==> config.mk <==
export PLATFORM = sky130hd
export DESIGN_NAME = pattern_matcher_multi
export DESIGN_NICKNAME = d
export VERILOG_FILES = /design/src/rtl/pattern_matcher_multi.sv
export SDC_FILE = /design/constraint.sdc
export NUM_CORES = 1
export LEC_CHECK = 0
export BUFFER_PORTS_ARGS = -buffer_cell sky130_fd_sc_hd__buf_2
export CORE_ASPECT_RATIO = 0.6
export CORE_MARGIN = 3
export CORE_UTILIZATION = 50
export DETAILED_ROUTE_END_ITERATION = 6
export PLACE_DENSITY_LB_ADDON = 0.1
export SKIP_CTS_REPAIR_TIMING = 1
export SYNTH_ARGS = -nofsm -noshare
export SYNTH_HDL_FRONTEND = slang
export SYNTH_SLANG_ARGS = --single-unit
==> constraint.sdc <==
create_clock -name clock -period 2.7 [get_ports clock]
set_clock_uncertainty 0.1 [all_clocks]
set_input_delay 0 -clock clock [delete_from_list [all_inputs] [get_ports clock]]
set_output_delay 0 -clock clock [all_outputs]
set_load 0.02 [all_outputs]
==> src/rtl/pattern_matcher_multi.sv <==
// Serial pattern matcher: one shared shift window, several pattern/mask slots,
// saturating bit/match counters with snapshot read and sticky per-slot irq.
module pattern_matcher_multi #(
  parameter int PATTERN_W = 8,
  parameter int NUM_SLOTS = 4,
  parameter int CNT_W     = 32,
  parameter int IDX_W     = (NUM_SLOTS > 1) ? $clog2(NUM_SLOTS) : 1
) (
  input  logic                 clock,
  input  logic                 reset_n,
  input  logic                 serial_data_in,
  input  logic                 load,
  input  logic [IDX_W-1:0]     load_idx,
  input  logic [PATTERN_W-1:0] pattern,
  input  logic [PATTERN_W-1:0] mask,
  input  logic                 overlap_en,
  input  logic                 read,
  input  logic                 read_and_clear,
  input  logic [IDX_W-1:0]     read_idx,
  input  logic [NUM_SLOTS-1:0] irq_en,
  input  logic [NUM_SLOTS-1:0] irq_clear,
  output logic                 serial_data_out,
  output logic [NUM_SLOTS-1:0] match,
  output logic [CNT_W-1:0]     bit_count,
  output logic [CNT_W-1:0]     match_count,
  output logic [NUM_SLOTS-1:0] irq_pending,
  output logic                 irq
);

  localparam int GAP_W = $clog2(PATTERN_W);
  localparam logic [GAP_W-1:0] GAP_MAX = GAP_W'(PATTERN_W - 1);
  localparam logic [CNT_W-1:0] CNT_MAX = '1;

  logic [PATTERN_W-1:0] win;
  logic [PATTERN_W-1:0] win_nxt;
  logic [NUM_SLOTS-1:0] valid;
  logic [NUM_SLOTS-1:0] hit;
  logic [NUM_SLOTS-1:0] sel_load;
  logic [NUM_SLOTS-1:0] sel_read;
  logic [PATTERN_W-1:0] pat [NUM_SLOTS];
  logic [PATTERN_W-1:0] msk [NUM_SLOTS];
  logic [GAP_W-1:0]     gap [NUM_SLOTS];
  logic [CNT_W-1:0]     mcnt [NUM_SLOTS];
  logic [CNT_W-1:0]     bcnt;
  logic [CNT_W-1:0]     mcnt_sel;
  logic                 snap;

  assign win_nxt = {win[PATTERN_W-2:0], serial_data_in};
  assign snap    = read | read_and_clear;

  // Out-of-range indices select no slot, so the snapshot reads as zero.
  always_comb begin
    hit      = '0;
    sel_load = '0;
    sel_read = '0;
    mcnt_sel = '0;
    for (int i = 0; i < NUM_SLOTS; i++) begin
      hit[i] = valid[i]
            && (((win_nxt ^ pat[i]) & msk[i]) == '0)
            && (overlap_en || gap[i] == GAP_MAX);
      sel_load[i] = load && (load_idx == IDX_W'(i));
      sel_read[i] = (read_idx == IDX_W'(i));
      if (sel_read[i]) mcnt_sel = mcnt[i];
    end
  end

  always_ff @(posedge clock or negedge reset_n) begin
    if (!reset_n) begin
      win             <= '0;
      valid           <= '0;
      bcnt            <= '0;
      serial_data_out <= 1'b0;
      match           <= '0;
      bit_count       <= '0;
      match_count     <= '0;
      irq_pending     <= '0;
      irq             <= 1'b0;
      for (int i = 0; i < NUM_SLOTS; i++) begin
        pat[i]  <= '0;
        msk[i]  <= '0;
        gap[i]  <= GAP_MAX;
        mcnt[i] <= '0;
      end
    end else begin
      win             <= win_nxt;
      serial_data_out <= serial_data_in;
      match           <= hit;
      irq_pending     <= (irq_pending & ~irq_clear) | hit;
      irq             <= |(irq_pending & irq_en);

      if (snap) begin
        bit_count   <= bcnt;
        match_count <= mcnt_sel;
      end

      // The bit sampled during a clear belongs to the new period.
      if (read_and_clear)
        bcnt <= CNT_W'(1);
      else if (bcnt != CNT_MAX)
        bcnt <= bcnt + 1'b1;

      for (int i = 0; i < NUM_SLOTS; i++) begin
        if (sel_load[i]) begin
          valid[i] <= 1'b1;
          pat[i]   <= pattern;
          msk[i]   <= mask;
        end

        if (hit[i])
          gap[i] <= '0;
        else if (sel_load[i])
          gap[i] <= GAP_MAX;
        else if (gap[i] != GAP_MAX)
          gap[i] <= gap[i] + 1'b1;

        if (read_and_clear && sel_read[i])
          mcnt[i] <= {{(CNT_W-1){1'b0}}, hit[i]};
        else if (hit[i] && mcnt[i] != CNT_MAX)
          mcnt[i] <= mcnt[i] + 1'b1;
      end
    end
  end

endmodule

# Yosys cells after proc, flatten, opt, wreduce, memory -nomap -nowiden
# Cells that the tools add are included.
totals:
  ff_bits: 321
  input_bits: 35
  output_inout_bits: 74
  word_cells: 135
op_classes:
  n_addsub: 9
  n_eq_ne: 19
  muxes: 26
  n_bitwise: 13
  n_reduce_logical: 40
ops:
  columns: ["op", "n"]
  rows:
  - ["$mux 32", 14]
  - ["$add 32x1->32 const B", 5]
  - ["$ne 32x32->1 const B", 5]
  - ["$mux 3", 12]
  - ["$and 8x8->8", 4]
  - ["$logic_not 8->1", 4]
  - ["$xor 8x8->8", 4]
  - ["$logic_and 1x1->1", 20]
  - ["$add 3x1->3 const B", 4]
  - ["$eq 3x3->1 const B", 4]
  - ["$ne 3x3->1 const B", 4]
  - ["$reduce_bool 3->1", 4]
  - ["$reduce_bool 2->1", 5]
  - ["$and 4x4->4", 2]
  - ["$eq 2x2->1 const B", 4]
  - ["$eq 2x1->1 const B", 2]
  - ["$logic_not 2->1", 2]
  - ["$logic_or 1x1->1", 4]
  - ["$not 4->4", 1]
  - ["$or 4x4->4", 1]
  - ["$reduce_or 4->1", 1]
  - ["$or 1x1->1", 1]

# Longest topological paths before layout
depth:
  depth_word: 8
  ltp_mapped: 10
  ltp_nobuf: 8

# Least setup slack after synthesis
# Ideal clock, no wire load.
synth_timing:
  path_kind: "register -> register"
  start: "register gap[3] (netlist name)"
  end: "register mcnt[53] (netlist name)"
  setup_ns: 0.078
  arrival_ns: 2.442
  t_required_ns: 2.522
  setup_slack_ns: 0.080
  path_stages_with_launch: 10
  n_path_buf: 1
  path_cell_list: "dfstp_2 > ha_1 > ha_1 > o21ai_0 > a221oi_2 > nand2_2 > or3_4 > buf_6 > or4_1 > a21oi_1"
synth_between:
  elab_chain_len: 5
synth_lines:
  columns: ["element", "line", "source"]
  rows:
  - ["from (decl)", "42", "logic [GAP_W-1:0] gap [NUM_SLOTS];"]
  - ["from (signal, indexed assignment)", "114", "gap[i] <= gap[i] + 1'b1;"]
  - ["$eq 3x3->1", "60", "&& (overlap_en || gap[i] == GAP_MAX);"]
  - ["$logic_or 1x1->1", "60", null]
  - ["$logic_and 1x1->1", "60", null]
  - ["$logic_and 1x1->1", "118", "else if (hit[i] && mcnt[i] != CNT_MAX)"]
  - ["$reduce_bool 2->1 (no source line)", null, null]
  - ["to (signal, indexed assignment)", "117", "mcnt[i] <= {{(CNT_W-1){1'b0}}, hit[i]};"]
  - ["to (signal, indexed assignment)", "119", "mcnt[i] <= mcnt[i] + 1'b1;"]
  - ["to (decl)", "43", "logic [CNT_W-1:0] mcnt [NUM_SLOTS];"]
# No other way between the ends.
# A chain may end at the register's enable or synchronous reset.

# Final worst setup path
layout_timing:
  start: "register win[4]"
  end: "register mcnt[125] (netlist name)"
layout_between:
  elab_chain_len: 7
layout_lines:
  columns: ["element", "line", "source"]
  rows:
  - ["from (decl)", "34", "logic [PATTERN_W-1:0] win;"]
  - ["from (signal assigned)", "85", "win <= win_nxt;"]
  - ["$xor 8x8->8", "59", "&& (((win_nxt ^ pat[i]) & msk[i]) == '0)"]
  - ["$and 8x8->8", "59", null]
  - ["$logic_not 8->1", "59", null]
  - ["$logic_and 1x1->1", "59", null]
  - ["$logic_and 1x1->1", "60", null]
  - ["$logic_and 1x1->1", "118", null]
  - ["$reduce_bool 2->1 (no source line)", null, null]
# No other way between the ends.

==> impl_metrics.toml <==
[global_route]
gr-total-overflow = 0
antenna_found_initial = 3
grt_pass1_wl_um = 72080
grt_start_max_net_pins = 89
grt_pass1_vias = 11940
track_usage_pct = 27.20

[critical_path]
cp_slowest_cell = "or4_1"
cp_common_cell = "buf_4"
rr_worst_depth = 8
startpoint_type = "flop"
ff2ff_setup_slack_ns = 0.08
critPathLaunch = "win[4]"
setup.worst_path.end_class = "flop"
r2r-end = "mcnt[125]"
worstReg2RegStart = "win[4]"
worstSetupPathType = "reg2reg"
path_cells = "xor2_1 > a222oi_1 > buf_4 > and3_1 > nand3_1 > buf_4 > or4_1 > a21oi_1"
cp.required_ns = 3.10
max_stage_delay_ns = 0.51
path_max_fanout = 23
worst_ep_arrival_time_ns = 3.02

[logic_synthesis]
synth_edf_count = 0
synth.net_count = 1549
avgSynthCellArea_um2 = 10.65
yosys_warnings = 0
netlist_top_cells_count = "dfrtp_1, nand2_1, mux2_2"
netlist_instances = 1501
ys_types = 58
yosysMostFrequentCell = "dfrtp_1"
yosysTopAreaCellShare_pct = 48.21
synth_area_leaders = "dfrtp_1, mux2_2, mux4_2, xor2_1, nand2_1"
synthFlopType = "dfrtp_1"
netlist_area_um2 = 15990
yosys.area.top_type = "dfrtp_1"
ys_seq_area_share_pct = 50.18
async_reset_ff_share_pct = 100.0
ys_ff_latch = 320

[place]
io_buffers = 108
gp_congestion = 0.9780
post-dp-hpwl_um = 34650
dpl.cell_count = 2063

[pwr]
power.density_nw_per_um2 = 640.3
vdd_drop_max_uv = 480.4
power.leakage_nw = 8.543

[finish]
n_antenna_cell = 0
post-route-util_pct = 61.75
nNetsFinal = 1784
final_cells = 2177
area_delta_synth_final_pct = 21.07
layout-drive-gt1-share_pct = 26.12

[clock_tree]
cts.sinks = 320
insertion_delay_ns = 0.59
clk_pin_slew_worst_paths_ns = 0.07
clockBufferDepth = 3
htreeDepth = 1
cts_tree = "built"
cts_root_buf = "clkbuf_16"
cts_buffers = 31

[min_path]
hold_class = "in2reg"
hold_start = "read_idx[1]"
holdPathEnd = "mcnt[11]"
hold_depth = 4

[detailed_routing]
drt_iter0_drc = 1606
ant_nets = 0
drtPass1Iterations = 5
via_per_inst = 6.104
routedWlPerCell_um = 22.11
wirelength_um = 48130
drc = 0
num_vias = 13290

[sta]
setup_viol = 0
rsz0062_at_grt = "false"
hold_viol = 2
final_max_slew_viol_count = 0
finalCritPeriodShare_pct = 97.07
min_period_ns = 2.621
max_freq_mhz = 381.6
slew_headroom_pct = 30.65
tightest_slew_ns = 1.037
hold_slack_ns = -0.006367

[status]
status = "finished with violations"
violations = "hold timing"

[run]
cap_violations = 0

[floorplan]
rows = 50
die-area_um2 = 34230
initial_core_util_pct = 51.01
core-area_um2 = 31340
die_w_um = 236.8
io_pins = 109
die_y_um = 144.5
## cell usage in the layout, fill, tap and decap left out, types with 7 or more instances in the layout
cell type,synthesis,final
nand4b_1,8,8
and3_1,27,27
ha_1,13,12
clkbuf_16,0,31
o31ai_1,24,23
and4_1,19,18
or3_1,49,49
or4_1,37,37
inv_1,19,19
nand2b_1,10,9
mux2i_1,11,11
nor3_1,21,21
xor2_1,68,68
nand4_1,63,63
clkbuf_8,0,7
dlygate4sd3_1,0,49
mux4_2,32,32
a21oi_1,98,95
nor4_1,9,9
mux2_2,110,110
o211ai_1,12,12
and2_1,14,14
nor2_1,88,86
nand3_1,70,69
buf_4,0,109
clkbuf_1,53,7
dfstp_2,12,12
dfrtp_1,308,308
xnor2_1,20,20
a22oi_1,10,10
nand2_1,158,157
buf_2,10,107
o21ai_0,62,61
## per-stage QoR
step                power [mW]  cell area, um^2  hold slack, ns  setup WS [ns]   TNS, ns
finish                   12.39            19350       -0.006367        0.07911         0
global route             12.94            19350         0.01533       0.001400         0
CTS                      12.34            18760         -0.6515      -0.008308  -0.01244
detailed placement       7.670            17680        -0.03406        0.01109         0
floorplan                6.785            15990         -0.3956        0.08040         0
global placement         7.591            17680        -0.03400        0.05807         0
## how the worst max path moves through the flow
stage	end	cells after the start
after floorplan	mcnt[53]	9
after global placement	mcnt[44]	9
after detailed placement	mcnt[39]	8
after CTS	mcnt[42]	9
after global routing	mcnt[121]	8
final	mcnt[125]	8
## cells by family after synthesis
kind of cell / synth area share [%]
flops: 50.18
mux: 12.95
fa+ha+maj: 1.017
compound gates: 8.899
buf+inv: 2.262
xor+xnor: 4.821
simple gates: 19.87
## critical path, delay by kind of cell, from the launching register on
family / cells / cell delay [ns]
simple gates: 3 / 0.83
compound gates: 2 / 0.51
flops: 1 / 0.48
buf+inv: 2 / 0.41
xor+xnor: 1 / 0.20
## state kept, by name, indices dropped and copies added, names as in the netlist
signal       cells
valid            4
irq_pending      4
irq              1
match_count     32
bit_count       32
pat             32
msk             32
bcnt            32
mcnt           128
match            4
win              7
gap             12
## area by class of cell
| type | instances | area (um^2) |
|---|---|---|
| tap | 416 | 520.5 |
| sequential | 320 | 8023 |
| inverter | 19 | 71.32 |
| clock buffer | 45 | 898.4 |
| timing repair buffer | 271 | 1959 |
| clock inverter | 13 | 183.9 |
| fill | 2581 | 11990 |
| multi-input combinational | 1093 | 7699 |
## metal layers
layer / wire, um / vias up / global-route usage, %
li1: - / 6051 / -
met1: 23390 / 6659 / 45.19
met2: 18790 / 523 / 34.58
met3: 5295 / 56 / 7.890
met4: 661 / 0 / 4.258
met5: 0 / - / 0
## report_power, final
part / switching [mW] / total (mW) / internal, mW
clock network: 1.97 / 4.67 / 2.70
logic: 1.19 / 2.13 / 0.941
registers: 0.321 / 5.59 / 5.27
total: 3.48 / 12.4 / 8.91
Power figures use the tool's default switching activity.
